## src/rtl/audio_pkg.sv

```systemverilog
// Shared audio types and clocking constants for the synthesizer sample path.
package audio_pkg;

   typedef logic [31:0] sample_t;

   localparam int unsigned CLK_MHZ          = 100;
   localparam int unsigned SAMPLE_RATE_HZ   = 44100;
   localparam int unsigned DEFAULT_TICK_DIV = 2268;

endpackage

```

## src/rtl/sync_fifo2.sv

```systemverilog
// Two-entry synchronous FIFO with a registered head word and occupancy count.
module sync_fifo2 #(
   parameter int unsigned WIDTH = 32
) (
   input  logic             clk,
   input  logic             rst,
   input  logic             push,
   input  logic [WIDTH-1:0] din,
   input  logic             pop,
   output logic [WIDTH-1:0] dout,
   output logic             full,
   output logic             empty,
   output logic [1:0]       count
);

   logic [WIDTH-1:0] head_q;
   logic [WIDTH-1:0] tail_q;
   logic [1:0]       count_q;
   logic             do_pop;
   logic             do_push;

   assign do_pop  = pop && (count_q != 2'd0);
   assign do_push = push && ((count_q != 2'd2) || do_pop);

   always_ff @(posedge clk) begin
      if (rst) begin
         head_q  <= '0;
         tail_q  <= '0;
         count_q <= 2'd0;
      end else begin
         case ({do_push, do_pop})
            2'b10: begin
               if (count_q == 2'd0) head_q <= din;
               else                 tail_q <= din;
               count_q <= count_q + 2'd1;
            end
            2'b01: begin
               head_q  <= tail_q;
               count_q <= count_q - 2'd1;
            end
            2'b11: begin
               // occupancy unchanged; the new word lands behind whatever stays
               if (count_q == 2'd1) begin
                  head_q <= din;
               end else begin
                  head_q <= tail_q;
                  tail_q <= din;
               end
            end
            default: ;
         endcase
      end
   end

   assign dout  = head_q;
   assign full  = (count_q == 2'd2);
   assign empty = (count_q == 2'd0);
   assign count = count_q;

endmodule

```

## src/rtl/bram_sample_reader.sv

```systemverilog
// Tick-paced looping reader of the audio sample BRAM feeding a valid/ready stream.
// Define BRAM_READER_STATS_EN to add the saturating overrun_count output.
module bram_sample_reader
   import audio_pkg::*;
#(
   parameter int unsigned BRAM_DEPTH   = 2048,
   parameter int unsigned TICK_DIV     = DEFAULT_TICK_DIV,
   parameter int unsigned READ_LATENCY = 1
) (
   input  logic                        clk,
   input  logic                        rst,
   input  logic                        enable,
   input  logic [$clog2(BRAM_DEPTH):0] length,
   output logic [31:0]                 BRAM_addr,
   output logic                        BRAM_clk,
   output logic [31:0]                 BRAM_din,
   input  logic [31:0]                 BRAM_dout,
   output logic                        BRAM_en,
   output logic                        BRAM_rst,
   output logic [3:0]                  BRAM_we,
   output logic [31:0]                 m_data,
   output logic                        m_valid,
   input  logic                        m_ready,
   output logic                        wrap,
   output logic                        overrun
`ifdef BRAM_READER_STATS_EN
   ,
   output logic [15:0]                 overrun_count
`endif
);

   localparam int unsigned AW = $clog2(BRAM_DEPTH);
   localparam int unsigned LW = AW + 1;
   localparam int unsigned CW = $clog2(TICK_DIV);

   logic [CW-1:0]           tick_cnt_q;
   logic [AW-1:0]           addr_q;
   logic [LW-1:0]           length_q;
   logic [LW-1:0]           len_clamped;
   logic [READ_LATENCY-1:0] tag_q;
   logic [2:0]              inflight;
   logic [1:0]              fifo_count;
   logic                    fifo_empty;
   logic                    fifo_full;
   logic                    tick;
   logic                    last;
   logic                    pop;
   logic                    credit_ok;
   logic                    active;
   logic                    issue;
   logic                    drop;
   logic                    tag_exit;
   sample_t                 head;

   assign tick        = (tick_cnt_q == CW'(TICK_DIV - 1));
   assign len_clamped = (length > LW'(BRAM_DEPTH)) ? LW'(BRAM_DEPTH) : length;
   assign last        = ({1'b0, addr_q} == (length_q - LW'(1)));
   assign pop         = m_valid && m_ready;
   assign tag_exit    = tag_q[READ_LATENCY-1];

   always_comb begin
      inflight = 3'd0;
      for (int i = 0; i < int'(READ_LATENCY); i++) inflight = inflight + 3'(tag_q[i]);
   end

   // a same-cycle pop returns its credit before the issue decision
   assign credit_ok = ((3'(fifo_count) + inflight) - 3'(pop)) < 3'd2;
   assign active    = tick && enable && (length_q != '0) && !rst;
   assign issue     = active && credit_ok;
   assign drop      = active && !credit_ok;
   assign wrap      = issue && last;

   always_ff @(posedge clk) begin
      if (rst) begin
         tick_cnt_q <= '0;
         addr_q     <= '0;
         length_q   <= len_clamped;
         tag_q      <= '0;
         overrun    <= 1'b0;
      end else begin
         tick_cnt_q <= tick ? '0 : tick_cnt_q + CW'(1);
         if (issue) addr_q <= last ? '0 : addr_q + AW'(1);
         if (wrap || (length_q == '0)) length_q <= len_clamped;
         tag_q[0] <= issue;
         for (int i = 1; i < int'(READ_LATENCY); i++) tag_q[i] <= tag_q[i-1];
         if (drop) overrun <= 1'b1;
      end
   end

`ifdef BRAM_READER_STATS_EN
   always_ff @(posedge clk) begin
      if (rst) overrun_count <= 16'd0;
      else if (drop && (overrun_count != 16'hFFFF)) overrun_count <= overrun_count + 16'd1;
   end
`endif

   sync_fifo2 #(.WIDTH(32)) u_fifo (
      .clk   (clk),
      .rst   (rst),
      .push  (tag_exit),
      .din   (BRAM_dout),
      .pop   (pop),
      .dout  (head),
      .full  (fifo_full),
      .empty (fifo_empty),
      .count (fifo_count)
   );

   // the credit rule must keep a returning read from hitting a full FIFO
   no_overflow: assert property (@(posedge clk) disable iff (rst) !(fifo_full && tag_exit && !pop));

   assign m_data    = head;
   assign m_valid   = !fifo_empty;
   assign BRAM_addr = 32'(addr_q) << 2;
   assign BRAM_clk  = clk;
   assign BRAM_din  = 32'd0;
   assign BRAM_en   = 1'b1;
   assign BRAM_rst  = rst;
   assign BRAM_we   = 4'd0;

endmodule

```

## config.mk

```make
export PLATFORM = sky130hd
export DESIGN_NAME = bram_sample_reader
export DESIGN_NICKNAME = d
export VERILOG_FILES = /design/src/rtl/audio_pkg.sv /design/src/rtl/sync_fifo2.sv /design/src/rtl/bram_sample_reader.sv
export SDC_FILE = /design/constraint.sdc
export NUM_CORES = 1
export LEC_CHECK = 0
export BUFFER_PORTS_ARGS = -buffer_cell sky130_fd_sc_hd__buf_2
export CAP_MARGIN = 5
export CORE_UTILIZATION = 50
export CTS_CLUSTER_SIZE = 12
export DETAILED_ROUTE_END_ITERATION = 10
export HOLD_SLACK_MARGIN = 0.1
export PLACE_DENSITY = 0.75
export SLEW_MARGIN = 20
export SYNTH_ARGS = -nofsm -noshare
export SYNTH_HDL_FRONTEND = slang
export SYNTH_SLANG_ARGS = --single-unit
```

## constraint.sdc

```tcl
create_clock -name clk -period 7.7 [get_ports clk]
set_input_delay 0.385 -clock clk [delete_from_list [all_inputs] [get_ports clk]]
set_output_delay 0.385 -clock clk [all_outputs]
set_load 0.005 [all_outputs]
```

==> impl_summary.txt <==
----------------------------------------------------
[Power and ir drop]
  Power per unit of standard cell area ... 198 nW/um^2
  Peak supply drop ... 0.125 mV
  Cell leakage power ... 2.52 nW
  Final total power ... 1.13 mW

[Synth]
  EDFF count, synth ... 12
  Cell area after synthesis ... 5190 um^2
  Proportion of synthesized flip-flops having asynchronous set or reset ... 0
  Syn Inst Count ... 593
  Post-synthesis sequential area ratio ... 0.420
  Synthesized flop and latch total ... 103
  Leading register cell type out of synthesis ... sky130_fd_sc_hd__dfxtp_1
  Count of synthesis-stage warnings from yosys ... 0
  Distinct cell type count of the synthesized netlist ... 48
  Mean Syn Cell Area ... 8.75 um^2

[Routing]
  Wire length per cell after detailed routing ... 12.8 um
  1st-iter DRT viols ... 182
  Vias per cell ... 5.07
  Wire length after detailed routing ... 10.3 mm
  Remaining routing DRC violations ... 0
  Remaining antenna violation count ... 0
  Count of vias placed by the detailed router ... 4091
  1st-pass router iterations ... 4

[Critical path]
  Crit path cell chain ... clkbuf_8 > clkbuf_8 > buf_2
  Critical Path RT ... 7320 ps
  Crit path arrival time ... 4190 ps
  WS Path Type ... clk2out
  Slowest cell delay on critical path ... 120 ps
  Endpoint type of the worst setup path ... output port
  Top Family by Delay on Critical Path ... buffers and inverters
  Startpoint class of the critical path ... clock port
  Top cell by count, worst path ... sky130_fd_sc_hd__clkbuf_8
  CP max stage cell ... sky130_fd_sc_hd__clkbuf_8
  R2R Path Start ... u_fifo.count[1]
  Startpoint of the most critical setup path ... clk
  CP max FO ... 2
  Buffers & Inverters on Critical Path ... 3

[Job]
  Max-capacitance violation count ... 0

[Floorplan]
  Die outline area ... 10800 um^2
  Total I/O pin count ... 154
  CORE AREA ... 9910 um^2
  X dimension of the die ... 104 um
  Initial core utilization ... 0.524
  Height of the die ... 104 um
  Site Rows ... 36

[Place]
  Detailed Place HPWL ... 7.18 mm
  Total of buffers placed on input and output ports ... 95
  Weighted congestion reported at the end of routability-driven placement ... 0.882

[STA]
  Transition time at the pin with the least slew margin ... 1050 ps
  Slew Limit Fails ... 0
  Maximum clock skew at final layout ... 11.9 ps
  Finish-stage setup viols ... 0
  Hold violation total from the final report ... 0
  Total Neg Setup Slack ... 0 ps
  Setup repair after global routing missed its margin ... false
  Worst-case headroom to the max-slew limit ... 0.295

[Clock tree]
  Buffers inserted during post-CTS setup optimization ... 0
  Clock transition at the register clock pins on the worst setup and hold paths after CTS ... 100 ps
  Count of hold buffers inserted by post-cts repair ... 0
  CTS tree ... yes
  Quantity of gates resized following cts ... 0
  Clk Latency, worst-skew pair ... 470 ps

[Global routing]
  Number of antenna violations at the first check in global routing ... 0
  Maximum number of pins on one net before global-route repair ... 74
  Total overflow reported by the global router ... 0
  Via count of the first global-routing pass ... 3787
  First-pass GRT wire length ... 17.2 mm
  GRT Resource Usage Total ... 0.197

[Final layout]
  Commonest non-fill, non-tap cell in the layout ... sky130_fd_sc_hd__buf_2
  Diode insertion count for antenna repair ... 0
  Leading cell types in the layout, fill and taps excluded ... sky130_fd_sc_hd__buf_2 (95), sky130_fd_sc_hd__dfxtp_1 (91), sky130_fd_sc_hd__nand2_1 (82)
  Share of final-layout standard cells stronger than drive strength 1 ... 0.187
  Net count, final ... 726
  Area added between synthesis and finish ... 10.2%

[Worst hold path]
  Beginning of the worst hold path ... BRAM_dout[29]
  Min-delay worst type ... in2reg

[Status]
  Result of the run ... complete, no violations

----------------------------------------------------
==> metal layers <==
metal,track usage,routed length (um)
met5,0,0
met2,0.337,4960
met4,0.100,241
met3,0.0439,565
met1,0.233,4540
==> worst reg2reg max path: stages (launching register included) <==
cell and delay (ps):
sky130_fd_sc_hd__dfxtp_1 480, sky130_fd_sc_hd__inv_1 110, sky130_fd_sc_hd__ha_1 210, sky130_fd_sc_hd__inv_1 110, sky130_fd_sc_hd__nand2_1 180, sky130_fd_sc_hd__inv_1 160, sky130_fd_sc_hd__ha_1 240, sky130_fd_sc_hd__nand2b_1 160
sky130_fd_sc_hd__fa_1 380, sky130_fd_sc_hd__xnor2_1 140, sky130_fd_sc_hd__nand2_1 120, sky130_fd_sc_hd__nor4_1 300, sky130_fd_sc_hd__a41o_1 480, sky130_fd_sc_hd__or2_1 470
==> flip-flops by register name, summed over array words and instances, names as in the netlist <==
register,count
tag_exit,1
length_q,12
u_fifo.tail_q,32
overrun,1
u_fifo.count,2
addr_q,11
u_fifo.dout,32
tick_cnt_q,12
==> cell usage after synthesis, drive strengths merged (4+ instances only) <==
library cell / instances / area (um^2)
nand4: 5 / 31.3
nor2: 69 / 259
a21oi: 36 / 180
ha: 7 / 87.6
nor2b: 16 / 100
dfxtp: 91 / 1820
inv: 10 / 37.5
nand3: 11 / 55.1
mux2i: 35 / 350
a211oi: 34 / 255
and3: 5 / 31.3
xor2: 14 / 123
nand2: 84 / 315
clkbuf: 23 / 86.3
edfxtp: 12 / 360
buf: 68 / 502
or2: 4 / 25.0
nor4: 7 / 43.8
nor3: 8 / 51.3
xnor2: 21 / 184
==> final cells by class <==
cell class | count | area (um^2)
clock buffer | 15 | 199
clock inverter | 4 | 37.5
fill | 920 | 4190
inverter | 10 | 37.5
multi-input combinational | 445 | 2600
sequential | 103 | 2180
tap | 133 | 166
timing repair buffer | 97 | 493
==> path summary, 6_finish.rpt <==
path                             to  slack, ps  depth (start not counted)
setup reg to reg        length_q[7]       3810                         13
hold reg to reg   u_fifo.tail_q[14]        460                          2
setup / recovery           BRAM_clk       3130                          3
hold / removal    u_fifo.tail_q[29]        150                          3
==> kinds of logic (layout without fill, tap and decap cells) <==
kind of cell	after synthesis	in the layout	share of synthesized area
adder cells (fa/ha/maj)	8	8	0.0207
multiplexers	35	35	0.0675
buffers and inverters	101	126	0.121
other	2	58	0.00145
AO/OA/AOI/OAI	79	79	0.0991
XOR/XNOR	35	35	0.0591
AND/OR/NAND/NOR	230	230	0.211
flip-flops	103	103	0.420
==> power by group <==
| part | internal, mW | switching [mW] | leakage (nW) |
|---|---|---|---|
| Sequential | 0.571 | 0.0197 | 0.850 |
| Combinational | 0.0736 | 0.0951 | 1.55 |
| Clock | 0.177 | 0.197 | 0.123 |
==> through the flow <==
stage	instance area, um^2	hold slack (ps)	setup WS [ps]	util	std cells
detailed placement	5480	446	3360	0.553	789
finish	5720	149	3130	0.577	807
CTS	5710	136	3120	0.577	807
global placement	5480	440	3360	0.553	789
floorplan	5400	430	3350	-	649
global route	5720	138	3120	0.577	807
(Power assumes the default switching activity.)
